==> src/rtl/ipv4_pkg.sv <==
// Shared Ethernet/IPv4 header constants, header field bundle and filter state encoding.
package ipv4_pkg;

   localparam int unsigned ETH_HDR_BYTES  = 14;
   localparam logic [15:0] ETHERTYPE_IPV4 = 16'h0800;
   localparam int unsigned IPV4_MIN_HDR   = 20;
   localparam logic [7:0]  VER_IHL_IPV4   = 8'h45;
   localparam int unsigned IPV4_HDR_WORDS = IPV4_MIN_HDR / 2;

   // Byte offsets within beat 0 (byte n sits at tdata[8n+7:8n])
   localparam int unsigned OFF_ETHERTYPE = 12;
   localparam int unsigned OFF_VER_IHL   = 14;
   localparam int unsigned OFF_TOTAL_LEN = 16;
   localparam int unsigned OFF_CSUM      = 24;

   typedef struct packed {
      logic [15:0] ethertype;
      logic [7:0]  ver_ihl;
      logic [15:0] total_len;
   } ipv4_hdr_fields_t;

   typedef enum logic [1:0] {
      IDLE = 2'd0,
      FWD  = 2'd1,
      DROP = 2'd2
   } filt_state_e;

endpackage

==> src/rtl/ipv4_hdr_csum.sv <==
// Combinational IPv4 header checksum verifier: ones'-complement sum of the ten
// 16-bit header words with end-around carry must equal 0xFFFF.
module ipv4_hdr_csum
   import ipv4_pkg::*;
(
   input  logic [8*IPV4_MIN_HDR-1:0] ip_hdr,
   output logic                      csum_ok
);

   localparam int unsigned SUM_W = 20;

   logic [SUM_W-1:0] sum;
   logic [16:0]      fold1;
   logic [15:0]      fold2;

   always_comb begin
      sum = '0;
      for (int unsigned i = 0; i < IPV4_HDR_WORDS; i++) begin
         sum = sum + SUM_W'({ip_hdr[8*(2*i) +: 8], ip_hdr[8*(2*i+1) +: 8]});
      end
      // Two folds are enough: the first can carry out at most once more
      fold1   = 17'(sum[15:0]) + 17'(sum[SUM_W-1:16]);
      fold2   = fold1[15:0] + 16'(fold1[16]);
      csum_ok = (fold2 == 16'hFFFF);
   end

endmodule

==> src/rtl/axis_ipv4_rx_filter.sv <==
// Cut-through AXI-Stream IPv4 filter: forwards well-formed IPv4 frames, drops the
// rest whole, and truncates oversize frames to the length implied by total_length.
module axis_ipv4_rx_filter
   import ipv4_pkg::*;
#(
   parameter int unsigned DATA_WIDTH = 512,
   parameter int unsigned MAX_IP_LEN = 2034,
   parameter int unsigned CHECK_CSUM = 1,
   parameter int unsigned CNT_WIDTH  = 32
) (
   input  logic                  clk,
   input  logic                  rst_n,
   input  logic [DATA_WIDTH-1:0] s_axis_tdata,
   input  logic                  s_axis_tvalid,
   output logic                  s_axis_tready,
   input  logic                  s_axis_tlast,
   output logic [DATA_WIDTH-1:0] m_axis_tdata,
   output logic                  m_axis_tvalid,
   input  logic                  m_axis_tready,
   output logic                  m_axis_tlast,
   output logic [CNT_WIDTH-1:0]  cnt_fwd,
   output logic [CNT_WIDTH-1:0]  cnt_drop,
   output logic [CNT_WIDTH-1:0]  cnt_len_err,
   output logic                  err_pulse
);

   localparam int unsigned BEAT_BYTES = DATA_WIDTH / 8;
   localparam int unsigned BEAT_CNT_W = 8;
   localparam int unsigned LEN_SUM_W  = 17;

   filt_state_e            state_q, state_d;
   logic [BEAT_CNT_W-1:0]  beat_cnt_q, beat_cnt_d;
   logic [BEAT_CNT_W-1:0]  exp_beats_q, exp_beats_d;
   logic                   run_q;

   ipv4_hdr_fields_t       hdr_c;
   logic                   csum_ok_c;
   logic                   len_ok_c;
   logic                   hdr_pass_c;
   logic [LEN_SUM_W-1:0]   frame_bytes_c;
   logic [BEAT_CNT_W-1:0]  exp_beats_c;
   logic                   discard_c;
   logic                   s_fire_c;
   logic                   fwd_c;
   logic                   force_last_c;
   logic                   drop_ev_c;
   logic                   len_ev_c;

   // Beat-0 header parse; only meaningful while in IDLE
   assign hdr_c.ethertype = {s_axis_tdata[8*OFF_ETHERTYPE +: 8], s_axis_tdata[8*(OFF_ETHERTYPE+1) +: 8]};
   assign hdr_c.ver_ihl   = s_axis_tdata[8*OFF_VER_IHL +: 8];
   assign hdr_c.total_len = {s_axis_tdata[8*OFF_TOTAL_LEN +: 8], s_axis_tdata[8*(OFF_TOTAL_LEN+1) +: 8]};

   ipv4_hdr_csum u_csum (
      .ip_hdr  (s_axis_tdata[8*OFF_VER_IHL +: 8*IPV4_MIN_HDR]),
      .csum_ok (csum_ok_c)
   );

   assign frame_bytes_c = LEN_SUM_W'(hdr_c.total_len) + LEN_SUM_W'(ETH_HDR_BYTES);
   assign exp_beats_c   = BEAT_CNT_W'((frame_bytes_c + LEN_SUM_W'(BEAT_BYTES - 1)) / LEN_SUM_W'(BEAT_BYTES));
   assign len_ok_c      = (hdr_c.total_len >= 16'(IPV4_MIN_HDR)) && (hdr_c.total_len <= 16'(MAX_IP_LEN));
   assign hdr_pass_c    = (hdr_c.ethertype == ETHERTYPE_IPV4) && (hdr_c.ver_ihl == VER_IHL_IPV4) &&
                          len_ok_c && ((CHECK_CSUM == 0) || csum_ok_c);

   // Discarded beats never touch the output register, so they need no slot there
   assign discard_c     = (state_q == DROP) || ((state_q == IDLE) && !hdr_pass_c);
   assign s_axis_tready = run_q && (discard_c || !m_axis_tvalid || m_axis_tready);
   assign s_fire_c      = s_axis_tvalid && s_axis_tready;

   always_ff @(posedge clk or negedge rst_n) begin
      if (!rst_n) begin
         state_q     <= IDLE;
         beat_cnt_q  <= '0;
         exp_beats_q <= '0;
         run_q       <= 1'b0;
      end else begin
         state_q     <= state_d;
         beat_cnt_q  <= beat_cnt_d;
         exp_beats_q <= exp_beats_d;
         run_q       <= 1'b1;
      end
   end

   always_comb begin
      state_d      = state_q;
      beat_cnt_d   = beat_cnt_q;
      exp_beats_d  = exp_beats_q;
      fwd_c        = 1'b0;
      force_last_c = 1'b0;
      drop_ev_c    = 1'b0;
      len_ev_c     = 1'b0;
      unique case (state_q)
         IDLE: begin
            if (s_fire_c) begin
               if (hdr_pass_c) begin
                  fwd_c       = 1'b1;
                  exp_beats_d = exp_beats_c;
                  if (!s_axis_tlast) begin
                     if (exp_beats_c == BEAT_CNT_W'(1)) begin
                        force_last_c = 1'b1;
                        len_ev_c     = 1'b1;
                        state_d      = DROP;
                     end else begin
                        beat_cnt_d = BEAT_CNT_W'(1);
                        state_d    = FWD;
                     end
                  end
               end else begin
                  drop_ev_c = 1'b1;
                  if (!s_axis_tlast) state_d = DROP;
               end
            end
         end
         FWD: begin
            if (s_fire_c) begin
               fwd_c      = 1'b1;
               beat_cnt_d = BEAT_CNT_W'(beat_cnt_q + BEAT_CNT_W'(1));
               if (BEAT_CNT_W'(beat_cnt_q + BEAT_CNT_W'(1)) == exp_beats_q) begin
                  force_last_c = 1'b1;
                  if (s_axis_tlast) begin
                     state_d = IDLE;
                  end else begin
                     len_ev_c = 1'b1;
                     state_d  = DROP;
                  end
               end else if (s_axis_tlast) begin
                  len_ev_c = 1'b1;
                  state_d  = IDLE;
               end
            end
         end
         DROP: begin
            if (s_fire_c && s_axis_tlast) state_d = IDLE;
         end
         default: state_d = IDLE;
      endcase
   end

   // Output register slice
   always_ff @(posedge clk or negedge rst_n) begin
      if (!rst_n) begin
         m_axis_tvalid <= 1'b0;
         m_axis_tdata  <= '0;
         m_axis_tlast  <= 1'b0;
      end else if (s_fire_c && fwd_c) begin
         m_axis_tvalid <= 1'b1;
         m_axis_tdata  <= s_axis_tdata;
         m_axis_tlast  <= s_axis_tlast || force_last_c;
      end else if (m_axis_tready) begin
         m_axis_tvalid <= 1'b0;
      end
   end

   // Statistics and error pulse
   always_ff @(posedge clk or negedge rst_n) begin
      if (!rst_n) begin
         cnt_fwd     <= '0;
         cnt_drop    <= '0;
         cnt_len_err <= '0;
         err_pulse   <= 1'b0;
      end else begin
         if (m_axis_tvalid && m_axis_tready && m_axis_tlast) cnt_fwd <= cnt_fwd + CNT_WIDTH'(1);
         if (drop_ev_c) cnt_drop    <= cnt_drop + CNT_WIDTH'(1);
         if (len_ev_c)  cnt_len_err <= cnt_len_err + CNT_WIDTH'(1);
         err_pulse <= drop_ev_c || len_ev_c;
      end
   end

endmodule

==> config.mk <==
export PLATFORM = sky130hd
export DESIGN_NAME = axis_ipv4_rx_filter
export DESIGN_NICKNAME = d
export VERILOG_FILES = /design/src/rtl/ipv4_pkg.sv /design/src/rtl/ipv4_hdr_csum.sv /design/src/rtl/axis_ipv4_rx_filter.sv
export SDC_FILE = /design/constraint.sdc
export NUM_CORES = 1
export LEC_CHECK = 0
export CORE_AREA = 2 2 439 441
export DETAILED_ROUTE_END_ITERATION = 16
export DIE_AREA = 0 0 441 443
export GPL_TIMING_DRIVEN = 1
export MAX_ROUTING_LAYER = met4
export REMOVE_ABC_BUFFERS = 1
export SETUP_SLACK_MARGIN = 0.2
export SYNTH_ARGS = -nofsm -noshare
export SYNTH_HDL_FRONTEND = slang
export SYNTH_HIERARCHICAL = 1
export SYNTH_SLANG_ARGS = --single-unit
==> constraint.sdc <==
create_clock -name clk -period 15.8 [get_ports clk]
set_clock_uncertainty 0.15 [all_clocks]
set_input_delay 3.16 -clock clk [delete_from_list [all_inputs] [get_ports clk]]
set_output_delay 3.16 -clock clk [all_outputs]
set_load 0.02 [all_outputs]
==> metrics.md, run 1 <==
| Metric | Value |
|---|---|
| DP Wirelength | 139000 µm |
| Library cell with the largest summed area after synthesis | dfrtp_1 |
| # port buffers | 1128 |
| TritonCTS clock tree | done |
| VDD IR-drop max | 0.319 mV |
| Final antenna-violating net count | 0 |
| Worst setup path class | primary input to primary output |
| Gr busiest metal | met2 |
| Average wire per cell in the routed design | 23.8 µm |
| Hold Slack | 0.321 ns |
| Synth top area cells | dfrtp_1, nand2_1, fa_1 |
| Power Density | 231 nW/µm² |
| Pin count of the biggest net entering global routing | 157 |
| GP Congestion | 0.954 |
| Critical path fanouts, max | 6 |
| Num ports | 1129 |
| Post-synthesis sequential element count | 630 |
| Fmax | 65.5 MHz |
| Global-route track usage on met2 | 0.287 |
| Max-slew violation total from the final report | 0 |
| Actual slew at the worst max-slew pin | 1.01 ns |
| Library cell contributing the largest single delay on the critical path | fa_1 |
| Number of max-cap violations | 0 |
| Startpoint Class | primary input |
| TNS Setup | 0 ns |
| Leakage power total | 0.0227 µW |
| Final cell utilization of the core | 0.252 |
| Fraction of final layout cells sized beyond drive strength 1 | 0.0793 |
| Residual DRC count | 0 |
| Required arrival time at the worst endpoint | 12.49 ns |
| Hold-fix buffer count after cts | 0 |
| Run status | finished clean |
| Crit share post-route | 0.967 |
| RSZ-0062 raised after global routing | no |
| Post-synth EDFFs | 0 |
| Asr flop ratio synth | 1.00 |
| Sequential-to-total area share from yosys stat | 0.531 |
| Type of the tightest min-delay check | flip-flop to flip-flop |
| Overflow left after global routing | 0 |
| DRT Pass-1 Iters | 5 |
| Largest incremental delay on the critical path | 0.57 ns |
| Reg clk slew, reported paths | 0.05 ns |
| Cell repeated most along the worst path | fa_1 |
| GRT met1 Usage | 0.204 |
| Core Footprint | 191000 µm² |
| Final critical-path required period | 15.27 ns |
| Via density | 3.86 |
| Most numerous cell in the Yosys netlist | nand2_1 |
| Synth top cells by count | nand2_1, dfrtp_1, inv_1 |
| Final cell count without fillers | 7072 |
| Data arrival time of the critical path | 11.96 ns |
| Top FF cell, synth | dfrtp_1 |
| Synthesized cell area | 29700 µm² |
| Number of clock buffers inserted by TritonCTS | 83 |
| Clock tree root driver cell | clkbuf_16 |
| H-tree depth reported by CTS | 3 |
| Floorplan die width | 441 µm |
| Number of clock sinks | 630 |
| Effective utilization at floorplan | 0.155 |
| Clock latency on the worst-skew pair | 0.71 ns |
| Synth-to-layout area growth | 62.0% |
| Hold Violations, Final | 0 |
| Worst Setup End Kind | primary output |
| Post-synthesis cell count | 3214 |
| Share of the synthesized area in the top cell type | 0.531 |
| Row count | 161 |
| Detailed Route Iter0 Violations | 1874 |
| Routed wire length | 168000 µm |
| First-pass GRT wire length | 229000 µm |
| Number of distinct standard cells referenced by the synthesized netlist | 76 |
| Dpl cells | 6840 |
| Syn. warnings | 6 |
| Global routing met3 resource utilization | 0.0481 |
| Count of vias placed by the detailed router | 27300 |
| Via count of the first global-routing pass | 27600 |
| Max Root-Sink Buffers | 3 |
| Die Outline Area | 195000 µm² |
| Tightest slew margin relative to the limit | 0.319 |
| Height of the die | 443 µm |
| Total Routing Usage GR | 0.174 |
| Syn avg cell area | 9.23 µm² |
| Final net count | 5092 |
| Setup violation total in the final timing report | 0 |
| Initial antenna violation count | 104 |
==> sequential cells by signal, indices dropped and copies added, names as in the netlist <==
name and count:
beat_cnt_q 8, cnt_len_err 32, m_axis_tvalid 1, m_axis_tlast 1, cnt_fwd 32, run_q 1
err_pulse 1, m_axis_tdata 512, exp_beats_q 8, cnt_drop 32, state_q 2
==> layer usage <==
metal	vias up	share of wire
li1	12500	-
met1	13600	0.40
met2	969	0.50
met3	216	0.077
met4	0	0.026
met5	-	0
==> placed cells by master (no fill, tap or decap), drive strengths merged, types with 15 or more instances in the layout <==
cell type / Yosys / routed
a21oi: 23 / 23
clkinv: 0 / 15
diode: 0 / 68
inv: 176 / 182
dlymetal6s2s: 0 / 56
fa: 126 / 126
ha: 39 / 39
clkbuf: 18 / 125
clkdlybuf4s50: 0 / 1066
and3: 19 / 19
nand2: 1604 / 1604
xor2: 67 / 67
nor2: 55 / 55
xnor2: 59 / 59
nor3: 42 / 42
nand3: 42 / 42
nor4: 20 / 20
dfrtp: 630 / 630
nand4: 32 / 32
buf: 111 / 114
o21ai: 29 / 29
==> final cells by class <==
| class | instances | area (µm²) |
|---|---|---|
| Sequential cell | 630 | 15800 |
| Antenna cell | 68 | 170 |
| Fill cell | 20500 | 143000 |
| Timing Repair Buffer | 1240 | 12500 |
| Multi-Input combinational cell | 2279 | 13000 |
| Clock inverter | 32 | 460 |
| Tap cell | 2526 | 3160 |
| Inverter | 176 | 661 |
| Clock buffer | 121 | 2450 |
==> final timing paths <==
path,startpoint,end,slack [ns],cells after the start
worst min register to register,m_axis_tdata[198]$_DFFE_PN0P_,m_axis_tdata[198]$_DFFE_PN0P_,0.32,2
max in group asynchronous,rst_n,m_axis_tdata[46]$_DFFE_PN0P_,10.16,4
worst max register to register,beat_cnt_q[0]$_DFFE_PN0P_,cnt_len_err[1]$_DFFE_PN0P_,12.15,11
worst max-delay path,s_axis_tdata[179],s_axis_tready,0.53,37
worst min-delay path,m_axis_tdata[198]$_DFFE_PN0P_,m_axis_tdata[198]$_DFFE_PN0P_,0.32,2
min in group asynchronous,rst_n,m_axis_tdata[157]$_DFFE_PN0P_,2.33,1
==> cells by family (layout without fill, tap and decap cells) <==
group,after synthesis,count (layout),share of synthesized area
compound gates,116,116,0.0280
xor+xnor,126,126,0.0372
fa+ha+maj,165,165,0.101
buf+inv,305,1569,0.0435
flops,630,630,0.531
mux,7,7,0.00257
other cells,1,69,0.000126
simple gates,1864,1864,0.256
==> through the flow <==
| stage | total power [µW] | instance area, µm² | setup WS (ns) |
|---|---|---|---|
| final | 11100 | 48100 | 0.526 |
| after global routing | 11900 | 48100 | 0.158 |
| after CTS | 10800 | 47400 | 0.201 |
| after detailed placement | 8540 | 44500 | -0.600 |
| after global placement | 8520 | 44500 | -0.521 |
| after floorplan | 5660 | 29000 | -6.06 |
==> power by group <==
group	internal [µW]	leakage, µW	switching [µW]
clock	1220	0.00143	827
sequential	2120	0.00806	324
combinational	2990	0.0132	3640
==> worst max-delay path, delay by kind of cell <==
kind / cells / cell delay [ns]
xor+xnor: 2 / 0.32
buf+inv: 7 / 1.21
fa+ha+maj: 10 / 3.79
compound gates: 8 / 1.48
simple gates: 10 / 2.00
==> timing repair <==
action	in CTS	in global routing
endpoints found under the hold margin	0	0
pin swaps	19	88
setup endpoints to repair	1	1
buffers inserted	3	8
gates resized for setup	19	137
(Power assumes the default switching activity.)
==> inputs of run 2 (changes only) <==
ABC_AREA = 1   (was default)
CORE_AREA = 2 2 444 446   (was 2 2 439 441)
DIE_AREA = 0 0 446 448   (was 0 0 441 443)
==> metrics.md, run 2 <==
| Metric | Value |
|---|---|
| Core Footprint | 195000 µm² |
| Combinational share of power | 0.535 |
| TritonCTS clock tree | done |
| Number of instances on the worst hold path | 2 |
| Worst Setup End Kind | primary output |
| RSZ-0062 raised after global routing | no |
| Num ports | 1129 |
| Type of the tightest min-delay check | flip-flop to flip-flop |
| Floorplan die width | 446 µm |
| Via count of the first global-routing pass | 31000 |
| Required arrival time at the worst endpoint | 12.49 ns |
| Synthesized cell area | 32200 µm² |
| Worst setup path class | primary input to primary output |
| Residual DRC count | 0 |
| Data arrival time of the critical path | 11.72 ns |
| Library cell contributing the largest single delay on the critical path | fa_2 |
| Setup violation total in the final timing report | 0 |
| Number of clock buffers inserted by TritonCTS | 86 |
| Run status | finished clean |
| Library cell with the largest summed area after synthesis | dfrtp_1 |
| Register with the most flip-flops | m_axis_tdata |
| Power Density | 160 nW/µm² |
| Synth top cells by count | nand2_1, dfrtp_1, nand3_1 |
| Fraction of final layout cells sized beyond drive strength 1 | 0.0720 |
| Max-slew violation total from the final report | 0 |
| Final antenna-violating net count | 0 |
| Number of distinct standard cells referenced by the synthesized netlist | 44 |
| # port buffers | 1128 |
| Count of vias placed by the detailed router | 31000 |
| Startpoint Class | primary input |
| Final critical-path required period | 15.03 ns |
| Post-synthesis cell count | 3799 |
| Hold-fix buffer count after cts | 0 |
| Portion of total power attributed to sequential cells | 0.208 |
| Share of the synthesized area in the top cell type | 0.489 |
| Max Root-Sink Buffers | 3 |
| Leakage power total | 0.0239 µW |
| Overflow left after global routing | 0 |
| Hold Violations, Final | 0 |
| Depth of the most critical reg-to-reg path | 13 |
| Cell repeated most along the worst path | nand2_2 |
| Synth-to-layout area growth | 55.4% |
| Fmax | 66.5 MHz |
| VDD IR-drop max | 0.222 mV |
| Height of the die | 448 µm |
| Number of clock sinks | 630 |
| Actual slew at the worst max-slew pin | 0.972 ns |
| Post-layout total power | 8010 µW |
| H-tree depth reported by CTS | 3 |
| DRT Pass-1 Iters | 6 |
| Top FF cell, synth | dfrtp_1 |
| Die Outline Area | 200000 µm² |
| Effective utilization at floorplan | 0.166 |
| Commonest cells after routing, fill and taps aside | nand2_1, clkdlybuf4s50_1, dfrtp_1, nand3_1, inv_1 |
| Pin count of the biggest net entering global routing | 139 |
| Reg clk slew, reported paths | 0.06 ns |
| DP Wirelength | 146000 µm |
| Sequential-to-total area share from yosys stat | 0.489 |
| Fraction of power spent switching nets | 0.437 |
| Total of fill cells in the finished design | 21000 |
| Syn avg cell area | 8.48 µm² |
| Largest incremental delay on the critical path | 0.69 ns |
| Row count | 162 |
| Number of max-cap violations | 0 |
| TNS Setup | 0 ns |
| Most common cell after layout, fill and taps aside | nand2_1 |
| Cell-internal power | 4510 µW |
| Tightest slew margin relative to the limit | 0.352 |
| Critical path fanouts, max | 4 |
| Post-synth EDFFs | 0 |
| Post-synthesis sequential element count | 630 |
| Part of the total power dissipated in the clock network | 0.258 |
| Detailed Route Iter0 Violations | 2511 |
| Switching component of the power | 3500 µW |
| Most numerous cell in the Yosys netlist | nand2_1 |
| Total Routing Usage GR | 0.182 |
| Final net count | 5600 |
| Syn. warnings | 6 |
| Crit share post-route | 0.951 |
| Initial antenna violation count | 102 |
| Max reg flops | 512 |
| Clock tree root driver cell | clkbuf_16 |
| Clock latency on the worst-skew pair | 0.71 ns |
| Synth top area cells | dfrtp_1, nand2_1, nand3_1 |
| First-pass GRT wire length | 248000 µm |
| Asr flop ratio synth | 1.00 |
| Average wire per cell in the routed design | 24.0 µm |
| Routed wire length | 182000 µm |
| Via density | 4.08 |
| GP Congestion | 0.928 |
[run 2: final timing paths]
| check | startpoint | endpoint | slack (ns) |
|---|---|---|---|
| min in group asynchronous | rst_n | m_axis_tdata[202]$_DFFE_PN0P_ | 2.39 |
| max reg2reg | beat_cnt_q[0]$_DFFE_PN0P_ | cnt_len_err[0]$_DFFE_PN0P_ | 12.01 |
| max | s_axis_tdata[237] | s_axis_tready | 0.77 |
| min | m_axis_tdata[454]$_DFFE_PN0P_ | m_axis_tdata[454]$_DFFE_PN0P_ | 0.32 |
| max in group asynchronous | rst_n | m_axis_tdata[315]$_DFFE_PN0P_ | 10.32 |
| min reg2reg | m_axis_tdata[454]$_DFFE_PN0P_ | m_axis_tdata[454]$_DFFE_PN0P_ | 0.32 |
[run 2: worst max-delay path: cells and delay by family]
family / cells / cell delay [ns]
AOI/OAI and AO/OA: 3 / 0.43
xor gates and xnor gates: 1 / 0.17
adders and majority gates: 10 / 3.99
buffers and inverters: 8 / 0.92
and+or+nand+nor: 29 / 3.01
[run 2: cells by family (layout without fill, tap and decap cells)]
family	count (synthesis)	after routing	synth area share
AOI/OAI and AO/OA	79	79	0.0133
xor gates and xnor gates	101	101	0.0277
adders and majority gates	165	165	0.0934
buffers and inverters	485	1675	0.0672
DFF	630	630	0.489
muxes	1	1	0.000349
other	1	74	0.000116
and+or+nand+nor	2337	2337	0.309
[run 2: cell type report]
cell class / count / area [µm²] / area share
repair buffers: 1215 / 12200 / 0.244
clock inverters: 34 / 462 / 0.00922
clock buffers: 125 / 2510 / 0.0501
multi-input cells: 2684 / 14600 / 0.292
flip-flops and latches: 630 / 15800 / 0.315
well taps: 2542 / 3180 / 0.0635
inverters: 301 / 1150 / 0.0230
diodes: 73 / 183 / 0.00365
[run 2: timing repair]
item / in CTS / in global routing
setup buffers: 3 / 7
pin swaps: 4 / 61
gates resized for setup: 7 / 102
setup endpoints to repair: 1 / 1
[run 2: routing by layer]
layer,GRT usage,part of all wire,vias up,wire [µm]
li1,-,-,14300,-
met1,0.205,0.40,15300,72400
met2,0.289,0.48,1153,87400
met5,-,0,-,0
met4,0.0758,0.041,0,7470
met3,0.0658,0.083,252,15200
[run 2: power by group through the flow]
stage               Sequential [µW]  Combinational [µW]  Clock [µW]
CTS                            1660                3750        2140
floorplan                      1710                2470           0
global route                   1670                4770        2200
finish                         1660                4280        2070
global placement               1690                3650           0
detailed placement             1690                3640           0
[run 2: stage by stage]
step	cell area, µm²	cells	worst slack (ns)	utilization	hold WS, ns
finish	50100	7604	0.768	0.257	0.318
global route	50100	7601	0.164	0.257	0.334
CTS	49500	7524	0.223	0.254	0.322
detailed placement	46500	7362	0.0153	0.239	0.307
global placement	46500	7362	0.0280	0.239	0.302
floorplan	31200	3615	-10.19	-	0.299
